<file path="config.mk">
export PLATFORM = sky130hd
export DESIGN_NAME = var_delay_line
export DESIGN_NICKNAME = d
export VERILOG_FILES = /design/src/rtl/delay_line_pkg.sv /design/src/rtl/delay_ring_ram.sv /design/src/rtl/var_delay_line.sv
export SDC_FILE = /design/constraint.sdc
export NUM_CORES = 1
export LEC_CHECK = 0
export ABC_AREA = 1
export BUFFER_PORTS_ARGS = -buffer_cell sky130_fd_sc_hd__buf_2
export CAP_MARGIN = 20
export CORE_UTILIZATION = 45
export DETAILED_ROUTE_END_ITERATION = 16
export GPL_TIMING_DRIVEN = 1
export PLACE_DENSITY_LB_ADDON = 0.15
export SLEW_MARGIN = 20
export SYNTH_ARGS = -nofsm -noshare
export SYNTH_HDL_FRONTEND = slang
export SYNTH_HIERARCHICAL = 1
export SYNTH_SLANG_ARGS = --single-unit
</file>
<file path="constraint.sdc">
create_clock -name i_clk -period 4.2 [get_ports i_clk]
set_clock_uncertainty 0.1 [all_clocks]
set_input_delay 0.84 -clock i_clk [delete_from_list [all_inputs] [get_ports i_clk]]
set_output_delay 0.84 -clock i_clk [all_outputs]
set_load 0.01 [all_outputs]
</file>
<file path="src/rtl/delay_line_pkg.sv">
// Shared helpers for the runtime-programmable delay line.
// Sizing functions and channel-slice helpers.
package delay_line_pkg;

    localparam int DEF_DATA_WIDTH = 16;
    localparam int DEF_MAX_DEPTH  = 16;
    localparam int DEF_CHANNELS   = 1;

    function automatic int clog2(input int v);
        int r;
        r = 0;
        for (int i = 0; i < 31; i++) begin
            if ((1 << i) < v) begin
                r = i + 1;
            end
        end
        return r;
    endfunction

    function automatic int depth_w(input int max_depth);
        return clog2(max_depth) + 1;
    endfunction

    function automatic int lane_lo(input int c, input int w);
        return c * w;
    endfunction

endpackage

</file>
<file path="src/rtl/delay_ring_ram.sv">
// Simple dual-port ring storage for one delay-line lane.
// Synchronous write, asynchronous read; contents are not reset.
module delay_ring_ram
    import delay_line_pkg::*;
#(
    parameter int DATA_WIDTH = DEF_DATA_WIDTH,
    parameter int DEPTH      = DEF_MAX_DEPTH,
    parameter int ADDR_W     = clog2(DEF_MAX_DEPTH)
) (
    input  logic                  i_clk,
    input  logic                  i_we,
    input  logic [ADDR_W-1:0]     i_waddr,
    input  logic [DATA_WIDTH-1:0] i_wdata,
    input  logic [ADDR_W-1:0]     i_raddr,
    output logic [DATA_WIDTH-1:0] o_rdata
);

    logic [DATA_WIDTH-1:0] mem [DEPTH];

    always_ff @(posedge i_clk) begin
        if (i_we) begin
            mem[i_waddr] <= i_wdata;
        end
    end

    assign o_rdata = mem[i_raddr];

endmodule

</file>
<file path="src/rtl/var_delay_line.sv">
// Multi-channel delay line with runtime depth 1..MAX_DEPTH.
// Define VAR_DELAY_ZERO_FILL_EN to zero the output while not valid.
module var_delay_line
    import delay_line_pkg::*;
#(
    parameter int DATA_WIDTH = DEF_DATA_WIDTH,
    parameter int MAX_DEPTH  = DEF_MAX_DEPTH,
    parameter int CHANNELS   = DEF_CHANNELS
) (
    input  logic                           i_clk,
    input  logic                           i_rst_n,
    input  logic                           i_shift_en,
    input  logic [depth_w(MAX_DEPTH)-1:0]  i_depth,
    input  logic [CHANNELS*DATA_WIDTH-1:0] i_data_in,
    output logic [CHANNELS*DATA_WIDTH-1:0] o_data_out,
    output logic                           o_valid,
    output logic                           o_depth_err
);

    localparam int DEPTH_W = depth_w(MAX_DEPTH);
    localparam int PTR_W   = clog2(MAX_DEPTH);
    localparam int BUS_W   = CHANNELS * DATA_WIDTH;
    localparam logic [DEPTH_W-1:0] MAX_D = DEPTH_W'(MAX_DEPTH);
    localparam logic [DEPTH_W-1:0] ONE_D = DEPTH_W'(1);

    logic [DEPTH_W-1:0] depth_q;
    logic [DEPTH_W-1:0] fill_q;
    logic [DEPTH_W-1:0] fill_nxt;
    logic [PTR_W-1:0]   wr_ptr;
    logic [PTR_W-1:0]   rd_ptr;
    logic               legal;
    logic               change;
    logic               shift;
    logic               valid_nxt;
    logic [BUS_W-1:0]   ram_q;
    logic [BUS_W-1:0]   tap;
    logic [BUS_W-1:0]   out_nxt;

    assign legal  = (i_depth != '0) && (i_depth <= MAX_D);
    assign change = legal && (i_depth != depth_q);
    assign shift  = i_shift_en && !change;

    // Tap sits D-1 writes behind the slot being written this cycle.
    assign rd_ptr = wr_ptr - PTR_W'(depth_q - ONE_D);

    assign fill_nxt  = (fill_q < depth_q) ? fill_q + ONE_D : fill_q;
    assign valid_nxt = (fill_nxt >= depth_q);
    assign tap       = (depth_q == ONE_D) ? i_data_in : ram_q;

    always_comb begin
        out_nxt = tap;
`ifdef VAR_DELAY_ZERO_FILL_EN
        if (!valid_nxt) begin
            out_nxt = '0;
        end
`endif
    end

    for (genvar c = 0; c < CHANNELS; c++) begin : g_lane
        delay_ring_ram #(
            .DATA_WIDTH (DATA_WIDTH),
            .DEPTH      (MAX_DEPTH),
            .ADDR_W     (PTR_W)
        ) u_ram (
            .i_clk   (i_clk),
            .i_we    (shift),
            .i_waddr (wr_ptr),
            .i_wdata (i_data_in[lane_lo(c, DATA_WIDTH) +: DATA_WIDTH]),
            .i_raddr (rd_ptr),
            .o_rdata (ram_q[lane_lo(c, DATA_WIDTH) +: DATA_WIDTH])
        );
    end

    always_ff @(posedge i_clk or negedge i_rst_n) begin
        if (!i_rst_n) begin
            depth_q     <= MAX_D;
            fill_q      <= '0;
            wr_ptr      <= '0;
            o_valid     <= 1'b0;
            o_data_out  <= '0;
            o_depth_err <= 1'b0;
        end else begin
            o_depth_err <= ~legal;
            if (change) begin
                depth_q <= i_depth;
                fill_q  <= '0;
                o_valid <= 1'b0;
`ifdef VAR_DELAY_ZERO_FILL_EN
                o_data_out <= '0;
`endif
            end else if (shift) begin
                wr_ptr     <= wr_ptr + PTR_W'(1);
                fill_q     <= fill_nxt;
                o_valid    <= valid_nxt;
                o_data_out <= out_nxt;
            end
        end
    end

endmodule

</file>
# Yosys cells after proc, flatten, opt, wreduce, memory -nomap -nowiden
# Memories as Yosys holds them, arrays and structs flattened.
# Cells that the tools add are included.
# op_classes
muxes	8
addsub	4
n_reduce_logical	7
bitwise_logic	2
n_lt_le_gt_ge	3
eq_ne	2
# op_table
operator	count
two-way mux 16 bit	1
two-way mux 5 bit	3
adder 5 x 1 -> 5 bit, second input constant	1
== test 5 x 1 -> 1 bit, second input constant	1
greater-or-equal comparator 5 bit	1
less-or-equal comparator 5 bit, second input constant	1
less-than comparator 5 bit	1
!= test 5 bit	1
nonzero test 5 bit	1
adder 4 x 1 -> 4 bit, second input constant	1
two-way mux 1 bit	4
subtractor 4 x 1 -> 4 bit, second input constant	1
subtractor 4 bit	1
logical AND 1 bit	3
inverter 1 bit	2
AND reduction 2 bit	1
nonzero test 2 bit	1
logical NOT 1 bit	1
# word_totals
elab_cells	33
reg_bits	32
output_inout_bits	18
in_bits	24
ramBits	256
n_memories	1
# memory_table
memory	depth	width	rd	rd_ports_with_merged_regs	write_ports	line	source
g_lane[0].u_ram.mem	16	16	1	0	1	delay_ring_ram.sv:18	logic [DATA_WIDTH-1:0] mem [DEPTH];

# Depth between registers and ports, before layout
# depth
depth_word	7
depth_mapped	17
ltp_nobuf	15

# Modules after synthesis
# The synthesis kept the hierarchy.
# by_module_without_submodules
module	area_per_inst_um2	cells_each	n_inst
delay_ring_ram	11060.6	1058	1
var_delay_line	2135.8	294	1

# Least setup slack after synthesis
# OpenSTA, ideal clock, no wires.
# synth_path
kind	input -> register
start	in i_depth[2]
end	mem g_lane[0].u_ram/mem[12][0] in the netlist's numbering (enable)
stages	10
setup_time_ns	0.388
t_arrival_ns	2.478
path_slack_ns	1.234
cell_sequence	nor2_1 nand3_1 nand2_1 nand2_1 nand2_4 nand2_4 buf_6 inv_1 nand3_1 nor2_1
# synth_between
elab_chain_len	7
# synth_lines
element	line	source
start, declared	var_delay_line.sv:13	input logic [depth_w(MAX_DEPTH)-1:0] i_depth,
less-or-equal comparator 5 bit / nonzero test 5 bit (equally long branches)	var_delay_line.sv:39	assign legal = (i_depth != '0) && (i_depth <= MAX_D);
logical AND 1 bit	var_delay_line.sv:39	
logical AND 1 bit (*)	var_delay_line.sv:40	assign change = legal && (i_depth != depth_q);
logical NOT 1 bit (*)	var_delay_line.sv:41	assign shift = i_shift_en && !change;
logical AND 1 bit (*)	var_delay_line.sv:41	
via shift	var_delay_line.sv:33	logic shift;
two-way mux 1 bit (*)	delay_ring_ram.sv:21	if (i_we) begin
two-way mux 1 bit (implied by the code) (*)	delay_ring_ram.sv:22	mem[i_waddr] <= i_wdata;
end, declared	delay_ring_ram.sv:18	
# Mark *: on every way through the listed nets, which the timed path passes. The rest lies on a longest branch.

# Final worst setup path
# layout_path
start	reg wr_ptr[1]
end	reg o_data_out[13]
# layout_between
elab_chain_len	3
# layout_lines
element	line	source
start, declared	var_delay_line.sv:29	logic [PTR_W-1:0] wr_ptr;
start signal, assigned	var_delay_line.sv:92	wr_ptr <= wr_ptr + PTR_W'(1);
subtractor 4 bit	var_delay_line.sv:44	assign rd_ptr = wr_ptr - PTR_W'(depth_q - ONE_D);
via rd_ptr[3]	var_delay_line.sv:30	logic [PTR_W-1:0] rd_ptr;
memory (16 x 16 bit)	-	
via ram_q[13]	var_delay_line.sv:35	logic [BUS_W-1:0] ram_q;
two-way mux 16 bit	var_delay_line.sv:48	assign tap = (depth_q == ONE_D) ? i_data_in : ram_q;
end signal, assigned	var_delay_line.sv:95	o_data_out <= out_nxt;
end, declared	var_delay_line.sv:15	output logic [CHANNELS*DATA_WIDTH-1:0] o_data_out,
# The timed path passes the listed nets, and every way through them passes these cells.
# A chain may end at the register's enable or synchronous reset.

==> results_tabular.tex <==
\begin{tabular}{lr}
\hline
Metric & Value \\
\hline
\multicolumn{2}{l}{\textbf{Timing}} \\
Maximum clock frequency & 312 MHz \\
Normalized max-slew margin & 33.7\% \\
Clock period minus final worst setup slack & 3.20 ns \\
Final hold violations & 0 \\
Max-slew violation count & 0 \\
Final period util & 76.3\% \\
Setup Viol. Count Final & 0 \\
RSZ-0062 raised after global routing & false \\
Setup TNS & 0 ns \\
Least-Margin Pin Slew & 0.993 ns \\
\multicolumn{2}{l}{\textbf{GRT}} \\
Leftover overflow at the end of global routing & 0 \\
Vias in the first global route & 8959 \\
Global router's overall resource usage & 23.0\% \\
Number of antenna violations at the first check in global routing & 0 \\
Pin count of the biggest net entering global routing & 129 \\
Global-route wire length before repair & 52.4 mm \\
\multicolumn{2}{l}{\textbf{Worst setup path}} \\
Longest individual stage delay on the worst path & 0.51 ns \\
Most used cell, CP & sky130\_fd\_sc\_hd\_\_inv\_1 \\
Cell count of the worst reg-to-reg path & 15 \\
Startpoint Class & flip-flop \\
Critical path data arrival time & 3.55 ns \\
Worst path cell trace & inv\_1 -> ha\_1 -> inv\_1 -> ha\_2 -> inv\_1 -> fa\_1 -> xor2\_1 -> xnor2\_2 -> inv\_1 -> nand3\_1 -> nand2\_1 -> nand2\_1 -> o21ai\_0 -> nand3\_1 -> nand2\_1 \\
Critical Path Fanout Max & 16 \\
Slowest cell on crit path & sky130\_fd\_sc\_hd\_\_inv\_1 \\
Classification of the worst setup path & flip-flop to flip-flop \\
Reg-to-reg slack, setup & 1.0 ns \\
Critical path buffer and inverter count & 4 \\
Kind of cell adding the most delay to the critical path & adder cells \\
Data required time of the worst path & 4.54 ns \\
Stages on worst setup path & 15 \\
Category of the worst setup path capture point & flip-flop \\
\multicolumn{2}{l}{\textbf{Clock network}} \\
Count of H-tree levels built during CTS & 2 \\
Number of post-CTS setup repair buffers & 0 \\
Post-CTS resize count & 0 \\
Worst-path clk slew & 0.06 ns \\
Root Buffer Master & sky130\_fd\_sc\_hd\_\_clkbuf\_16 \\
Clock latency on the worst-skew pair & 0.50 ns \\
Clock sinks & 288 \\
Max clock buf depth & 3 \\
TritonCTS Buffers & 34 \\
TritonCTS clock tree & built \\
Hold bufs inserted after CTS & 0 \\
\multicolumn{2}{l}{\textbf{Synth}} \\
Leading cell types by total area after synthesis & sky130\_fd\_sc\_hd\_\_edfxtp\_1 (58\%), sky130\_fd\_sc\_hd\_\_nand2\_1 (12\%), sky130\_fd\_sc\_hd\_\_nand3\_1 (8.6\%) \\
Synth Flop Type & sky130\_fd\_sc\_hd\_\_edfxtp\_1 \\
Area fraction of the dominant cell type after synthesis & 58.3\% \\
Sequential cell area fraction in the yosys report & 64.3\% \\
Post-synth EDFFs & 256 \\
Unique cell type count in the Yosys netlist & 27 \\
Cell type with the largest total area after synthesis & sky130\_fd\_sc\_hd\_\_edfxtp\_1 \\
Per-instance average area after synthesis & 9.76 um2 \\
Syn Nets & 1392 \\
Count leader, synth & sky130\_fd\_sc\_hd\_\_nand2\_1 \\
Register bit total from synthesis & 288 \\
Synth cell count leaders & sky130\_fd\_sc\_hd\_\_nand2\_1 (437), sky130\_fd\_sc\_hd\_\_edfxtp\_1 (256), sky130\_fd\_sc\_hd\_\_inv\_1 (240) \\
Fraction of synthesis flops using an asynchronous set or reset pin & 11.1\% \\
Total standard cell area after synthesis & 13200 um2 \\
Synth warnings & 6 \\
Synthesized instance count & 1352 \\
\multicolumn{2}{l}{\textbf{Floorplan}} \\
Total I/O pin count & 42 \\
Die area & 30000 um2 \\
Die width & 173 um \\
Standard-cell row count & 62 \\
Initial core utilization & 45.9\% \\
Vertical die dimension & 173 um \\
Core area & 28800 um2 \\
\multicolumn{2}{l}{\textbf{Routing}} \\
Per-cell routed wire length & 18.7 um \\
Pre-antenna DRT Iters & 5 \\
Total number of vias & 9139 \\
Number of nets with antenna violations after detailed routing & 0 \\
Routed WL & 33.7 mm \\
Post-route DRC & 0 \\
Vias per cell & 5.08 \\
Iter 0 DRT Violations & 727 \\
\multicolumn{2}{l}{\textbf{Layout}} \\
Final antenna diode count & 0 \\
Cell area after layout & 14900 um2 \\
Final cell count without fillers & 1800 \\
Share of post-route cells with drive strength above 1 & 9.89\% \\
Finished Core Util & 51.9\% \\
Area growth, synth to finish & 13.2\% \\
Final-stage net count & 1430 \\
\multicolumn{2}{l}{\textbf{Power}} \\
P\_leak & 0.00669 uW \\
Switching part of the total power & 39.8\% \\
Switching power of the nets & 4230 uW \\
Sequential power share & 33.0\% \\
Peak supply drop & 513 uV \\
Total internal power & 6400 uW \\
Share of power burned in the clock network & 26.2\% \\
Pwr/cell area & 712 nW/um2 \\
Logic pwr share & 40.8\% \\
\multicolumn{2}{l}{\textbf{Placement}} \\
RePlAce Congestion & 0.824 \\
Post-detailed-placement half-perimeter wirelength & 19.9 mm \\
Area after DPL & 13900 um2 \\
Count of input and output buffers & 41 \\
Number of placed cells counting well taps & 1738 \\
\multicolumn{2}{l}{\textbf{Run}} \\
Number of max-capacitance violations reported & 0 \\
\multicolumn{2}{l}{\textbf{Hold path}} \\
Hold crit path type & input port to asynchronous set/reset pin \\
\multicolumn{2}{l}{\textbf{Outcome}} \\
Run status & finished, final reports clean \\
\hline
\end{tabular}
[final cells by class]
cell class | instances | area [um2]
inverters | 245 | 922
fillers | 2565 | 13800
multi-input cells | 756 | 3460
clock inverters | 13 | 83.8
flip-flops and latches | 288 | 8490
clock buffers | 49 | 981
repair buffers | 65 | 510
well taps | 384 | 480
[sequential cells by signal, indices dropped and copies added (netlist names)]
register and cells:
g_lane.u_ram/mem 256, fill_q 5, o_valid 1, depth_q 5, o_data_out 16, wr_ptr 4
o_depth_err 1
[cell usage in the layout, fill, tap and decap left out, types with 3 or more instances in the layout]
cell	Yosys	final
sky130_fd_sc_hd__nand2_1	437	437
sky130_fd_sc_hd__edfxtp_1	256	256
sky130_fd_sc_hd__inv_1	240	240
sky130_fd_sc_hd__nand3_1	228	227
sky130_fd_sc_hd__buf_2	23	41
sky130_fd_sc_hd__clkbuf_16	0	37
sky130_fd_sc_hd__dfrtp_1	31	31
sky130_fd_sc_hd__o21ai_0	23	23
sky130_fd_sc_hd__nor2_2	0	16
sky130_fd_sc_hd__buf_4	19	14
sky130_fd_sc_hd__ha_1	15	13
sky130_fd_sc_hd__clkbuf_1	11	11
sky130_fd_sc_hd__buf_12	0	10
sky130_fd_sc_hd__nand4_1	8	8
sky130_fd_sc_hd__nor2_1	23	7
sky130_fd_sc_hd__clkinv_2	0	7
sky130_fd_sc_hd__clkinv_1	0	5
sky130_fd_sc_hd__inv_2	5	4
sky130_fd_sc_hd__nand3b_1	4	4
sky130_fd_sc_hd__a21oi_1	3	3
sky130_fd_sc_hd__xnor2_1	4	3
sky130_fd_sc_hd__o21ai_1	3	3
[routing by layer]
layer / GRT usage [%] / up-vias / part of all wire [%]
li1: - / 4427 / -
met5: 0 / - / 0
met2: 37.7 / 260 / 48
met3: 3.42 / 65 / 5.6
met4: 7.23 / 0 / 2.6
met1: 31.7 / 4387 / 44
[worst paths after layout]
path                               startpoint              to
worst max-delay path                wr_ptr[1]  o_data_out[13]
worst min register to register  o_data_out[1]   o_data_out[1]
max in group asynchronous             i_rst_n   o_data_out[2]
min in group i_clk              o_data_out[1]   o_data_out[1]
worst min-delay path                  i_rst_n   o_data_out[7]
worst max register to register      wr_ptr[1]  o_data_out[13]
[metrics by stage]
step / hold slack (ns) / power (uW) / worst slack [ns]
2_1_floorplan: 0.397 / 6470 / 1.23
3_3_place_gp: 0.360 / 7860 / 0.956
3_5_place_dp: 0.362 / 7890 / 0.921
4_1_cts: 0.345 / 10700 / 0.994
5_1_grt: 0.375 / 11300 / 0.679
6_report: 0.330 / 10600 / 0.997
[kinds of logic after synthesis]
| logic type | Yosys count | synth area share [%] |
|---|---|---|
| xor gates and xnor gates | 6 | 0.398 |
| DFF | 288 | 64.3 |
| adders and majority gates | 16 | 1.57 |
| and+or+nand+nor | 703 | 22.5 |
| buffers and inverters | 308 | 9.93 |
| AOI/OAI and AO/OA | 31 | 1.22 |
[power by group through the flow]
stage	clock network [uW]	logic, uW	registers [uW]
2_1_floorplan	0	2930	3540
3_3_place_gp	0	4300	3570
3_5_place_dp	0	4320	3570
4_1_cts	2840	4340	3510
5_1_grt	2950	4810	3530
6_report	2790	4330	3510
Power figures use the tool's default switching activity.
